===== src/rtl/jt51_lfo_rate.sv =====
// JT51 LFO rate generator: fractional mantissa prescaler feeding a power-of-two
// exponent counter; every event toggles the base square wave and pulses tick.
module jt51_lfo_rate (
  input  logic        clk,
  input  logic        rst,
  input  logic        cen,
  input  logic [7:0]  lfrq,
  input  logic        lfo_rst,
  output logic        base,
  output logic        tick,
  output logic [14:0] cnt
);

  logic [4:0]  r_acc;
  logic [14:0] r_cnt;
  logic        r_base;
  logic        r_tick;

  logic [5:0]  w_sum;
  logic        w_p;
  logic [14:0] w_mask;
  logic        w_ev;

  // Prescaler carry: average rate (16+m)/32 per enabled cycle
  assign w_sum  = {1'b0, r_acc} + 6'd16 + {2'b00, lfrq[3:0]};
  assign w_p    = w_sum[5];
  // Exponent e selects how many low counter bits must be all-ones; e=15 fires on every carry
  assign w_mask = 15'h7FFF >> lfrq[7:4];
  assign w_ev   = w_p && ((r_cnt & w_mask) == w_mask);

  always_ff @(posedge clk) begin
    if (rst) begin
      r_acc  <= 5'd0;
      r_cnt  <= 15'd0;
      r_base <= 1'b0;
      r_tick <= 1'b0;
    end else if (lfo_rst) begin
      // Phase clear keeps base so the LFSR sees no spurious edge
      r_acc  <= 5'd0;
      r_cnt  <= 15'd0;
      r_tick <= 1'b0;
    end else if (cen) begin
      r_acc  <= w_sum[4:0];
      if (w_p) r_cnt <= r_cnt + 15'd1;
      if (w_ev) r_base <= ~r_base;
      r_tick <= w_ev;
    end else begin
      r_tick <= 1'b0;
    end
  end

  assign base = r_base;
  assign tick = r_tick;
  assign cnt  = r_cnt;

endmodule


===== config.mk =====
export PLATFORM = sky130hd
export DESIGN_NAME = jt51_lfo_rate
export DESIGN_NICKNAME = d
export VERILOG_FILES = /design/src/rtl/jt51_lfo_rate.sv
export SDC_FILE = /design/constraint.sdc
export NUM_CORES = 1
export LEC_CHECK = 0
export BUFFER_PORTS_ARGS = -buffer_cell sky130_fd_sc_hd__clkbuf_2
export CAP_MARGIN = 0
export CORE_UTILIZATION = 24
export CTS_BUF_LIST = sky130_fd_sc_hd__clkbuf_4
export CTS_CLUSTER_SIZE = 12
export DETAILED_ROUTE_END_ITERATION = 8
export PLACE_DENSITY = 0.51
export SYNTH_ARGS = -nofsm -noshare
export SYNTH_HDL_FRONTEND = slang
export SYNTH_SLANG_ARGS = --single-unit

===== constraint.sdc =====
create_clock -name clk -period 4.3 [get_ports clk]
set_input_delay 0.43 -clock clk [delete_from_list [all_inputs] [get_ports clk]]
set_output_delay 0.43 -clock clk [all_outputs]
set_load 0.02 [all_outputs]

# Yosys cells after proc, flatten, opt, wreduce, memory -nomap -nowiden
# Index checks and enable logic that the tools add are counted.
# totals
register_bits,22
input_bits,12
out_inout_bits,17
elab_cells,18
# classes
n_addsub,3
n_eq_ne,1
shift,1
bitwise,4
reduce_logical,5
# op_table
operator,n
15-bit by 1-bit adder with 15-bit output (second input constant),1
15-bit AND,1
15-bit equality test,1
15-bit by 4-bit >> shifter with 15-bit output (first input constant),1
5-bit by 5-bit adder with 6-bit output (second input constant),1
6-bit by 4-bit adder with 6-bit output,1
1-bit NOT,3
3-bit AND reduction,1
3-bit OR reduction,1
2-bit AND reduction,1
2-bit OR reduction,1
1-bit logical AND,1

# Logic depth before layout (Yosys ltp)
# depth
ltp_word,5
mapped_depth,7
mapped_depth_nobuf,6

# Worst setup path before layout
# OpenSTA, ideal clock, no wires.
# synth_path
path_type,input port to flip-flop
startpoint,in lfrq[3]
endpoint,"reg r_base, in the netlist base"
setup_time_ps,123
t_arrival_ps,1742
required_time_ps,4177
path_slack_ps,2435
cell_stages,6
n_path_buf,0
path_cell_list,ha_1 > nand3_2 > o22ai_4 > o21ai_2 > nor4_2 > mux2_1
# synth_between
elab_chain_cells,3
# synth_lines
element,line,rtl
"start, declared",7,"input logic [7:0] lfrq,"
6-bit by 4-bit adder with 6-bit output,25,"assign w_sum = {1'b0, r_acc} + 6'd16 + {2'b00, lfrq[3:0]};"
1-bit logical AND,29,assign w_ev = w_p && ((r_cnt & w_mask) == w_mask);
3-bit AND reduction (no source line),--,
"end signal, assigned",45,if (w_ev) r_base <= ~r_base;
"end, declared",16,logic r_base;
# No other way between the ends.
# A chain may end at the register's enable or synchronous reset.

# Final worst setup path
# layout_path
startpoint,reg r_acc[3]
endpoint,"reg r_base, in the netlist base"
# layout_between
elab_chain_cells,4
# layout_lines
element,line,rtl
"start, declared",14,logic [4:0] r_acc;
"start signal, assigned",43,r_acc <= w_sum[4:0];
5-bit by 5-bit adder with 6-bit output,25,
6-bit by 4-bit adder with 6-bit output,25,
1-bit logical AND,29,
3-bit AND reduction (no source line),--,
# No other way between the ends.

==> impl_metrics.ini <==
[power_and_ir_drop]
leakagePower_uw = 0.000610
powerDensity_nw_per_um2 = 239
irDropWorstVdd_v = 0.0000799

[placed_design]
place_congestion = 0.754
pre_cts_ws_ns = 1.99
dpl_cell_area_um2 = 1450
dp_hpwl_mm = 1.98
dp.cells = 230
port_buffers = 28

[detailed_routing]
vias_per_cell = 4.35
first_pass_iters = 4
vias = 1017
drc = 0
wl_per_cell_um = 11.4
routed_wl_mm = 2.66
ant_nets = 0
drtIter0Drc = 19

[sta]
hold_ws_ns = 0.294
setup_violations = 0
slew-limit-headroom_pct = 67.5
fin_ws_ns = 2.25
period_needed_ns = 2.05
finalClockSkew_ns = 0.0157
rsz0062_at_grt = false
drv_slew = 0
timing.final.crit_share_pct = 47.8
max_freq_mhz = 487
tns_ns = 0
tightest_slew_ns = 0.488
hold_violations = 0

[clock_network]
holdBufCountCts = 0
clk_latency_ns = 0.31
cts_buffers = 3
path_clk_slew_ns = 0.14
cts_tree = yes
clkSinkCount = 22
postCtsSetupRepairBufs = 0
postCtsResizedCells = 0
clockBufferDepth = 2
htreeDepth = 1
root_buffer = clkbuf_4

[synth]
yosysUniqueCellTypes = 41
synth_edf_count = 0
yosysWarnings = 0
netlist_area_um2 = 1260
synth_area_per_cell_um2 = 9.03
synthArstFlopShare_pct = 0
synthTopCellsByArea = dfxtp_1 35%, xor2_1 9.7%, nor2_1 6.2%
synth_seq_cells = 22
synth_top_area_share_pct = 34.9
ys_seq_area_share_pct = 34.9
synthesis.instances = 140
yosys.area.top_type = dfxtp_1
ys.flop_type = dfxtp_1
synth_nets = 158

[grt]
grt_pass1_vias = 888
grt_max_degree = 21
antenna_found_initial = 0
grt_usage_pct = 10.2
grt_pass1_wl_mm = 4.27
grt_overflow = 0

[critical_path]
critPathCaptureType = flop
cp_max_fo = 16
path_class = flop to flop
r2r_cells = 6
cp.required_ns = 4.52
crit_arrival_ns = 2.27
worst_setup_path_start_kind = flop

[layout]
stdcell_area_um2 = 1470
area_growth_pct = 16.4
final_cells = 234
layout.nets = 183
drive_gt1_share_pct = 23.8
num_antenna_cells = 0

[die]
start_util_pct = 24.9
core_um2 = 5070
die_x_um = 74.6
io_pins = 29
die_y_um = 74.6
rows = 26
die_area_um2 = 5560

[status]
status = finished clean

[worst_hold_path]
hold_path_depth = 2
hp-class = input pin to flop

[job]
drv_cap = 0
==> registers in the layout (all words and copies together) (netlist names) <==
| signal | flops |
|---|---|
| base | 1 |
| r_acc | 5 |
| tick | 1 |
| cnt | 15 |
==> worst max-delay path, cell delays in order, from the launching register on <==
cell and delay [ns]:
dfxtp_1 0.33, ha_1 0.37, nand3_2 0.12, o22ai_4 0.41
o21ai_2 0.11, nor4_2 0.27, mux2_1 0.35
==> cell type report <==
cell class,count,area [um^2]
timing repair buffer,28,140
inverter,4,15.0
multi-input combinational,106,762
fill,581,3600
clock buffer,3,22.5
sequential,22,440
clock inverter,1,3.75
tap,70,87.6
==> cells by family after synthesis <==
| kind of cell | Yosys count | share of synthesized area, % |
|---|---|---|
| compound gates | 25 | 15.4 |
| xor+xnor | 17 | 11.8 |
| fa+ha+maj | 6 | 6.53 |
| buf+inv | 12 | 4.85 |
| flops | 22 | 34.9 |
| mux | 5 | 4.06 |
| simple gates | 53 | 22.5 |
==> cells in the mapped netlist, types with 2 or more instances <==
cell type   n
nor2b_1     2
xnor2_1     3
xor2_1     14
and3_1      4
a211oi_1    2
ha_1        5
nor2_1     21
clkbuf_1    3
and2_1      3
nand3_1     5
buf_4       4
o21ai_0     3
mux2i_1     4
dfxtp_1    22
o211ai_1    2
a21oi_1     5
nand2_1     3
nand4_1     8
and4_1      2
inv_1       4
==> power breakdown <==
part / internal (uW) / switching [uW]
combinational: 18.2 / 26.4
clock: 33.9 / 65.5
sequential: 206 / 2.05
total: 258 / 93.9
==> placed cells by master (no fill, tap or decap), types with 2 or more instances in the layout <==
cell | synthesis | final
clkbuf_2 | 0 | 28
dfxtp_1 | 22 | 22
nor2_1 | 21 | 21
xor2_1 | 14 | 14
nand4_1 | 8 | 8
a21oi_1 | 5 | 5
nand3_1 | 5 | 5
ha_1 | 5 | 5
mux2i_1 | 4 | 4
and3_1 | 4 | 4
inv_1 | 4 | 4
and2_1 | 3 | 3
xnor2_1 | 3 | 3
o21ai_0 | 3 | 3
nand2_1 | 3 | 3
clkbuf_4 | 0 | 3
and4_1 | 2 | 2
a211oi_1 | 2 | 2
nor2b_1 | 2 | 2
o211ai_1 | 2 | 2
==> stage by stage <==
stage | power (uW) | utilization (%)
global placement | 258 | 28.5
detailed placement | 258 | 28.5
CTS | 358 | 29.0
finish | 352 | 29.0
global route | 372 | 29.0
floorplan | 247 | -
==> path summary, 6_finish.rpt <==
| path | from | to | slack, ns |
|---|---|---|---|
| worst max-delay path | r_acc[3]$_SDFFE_PP0P_ | base$_SDFFE_PP0P_ | 2.25 |
| worst min register to register | r_acc[2]$_SDFFE_PP0P_ | r_acc[2]$_SDFFE_PP0P_ | 0.51 |
| worst min-delay path | rst | tick$_SDFF_PP0_ | 0.29 |
| worst max register to register | r_acc[3]$_SDFFE_PP0P_ | base$_SDFFE_PP0P_ | 2.25 |
==> metal layers <==
layer	vias up	global-route usage [%]	part of all wire (%)
li1	540	-	-
met1	464	13.9	50
met2	11	15.1	45
met3	2	2.44	3.9
met4	0	5.03	0.86
met5	-	0	0
No activity file was read; power rests on OpenSTA's default activity.
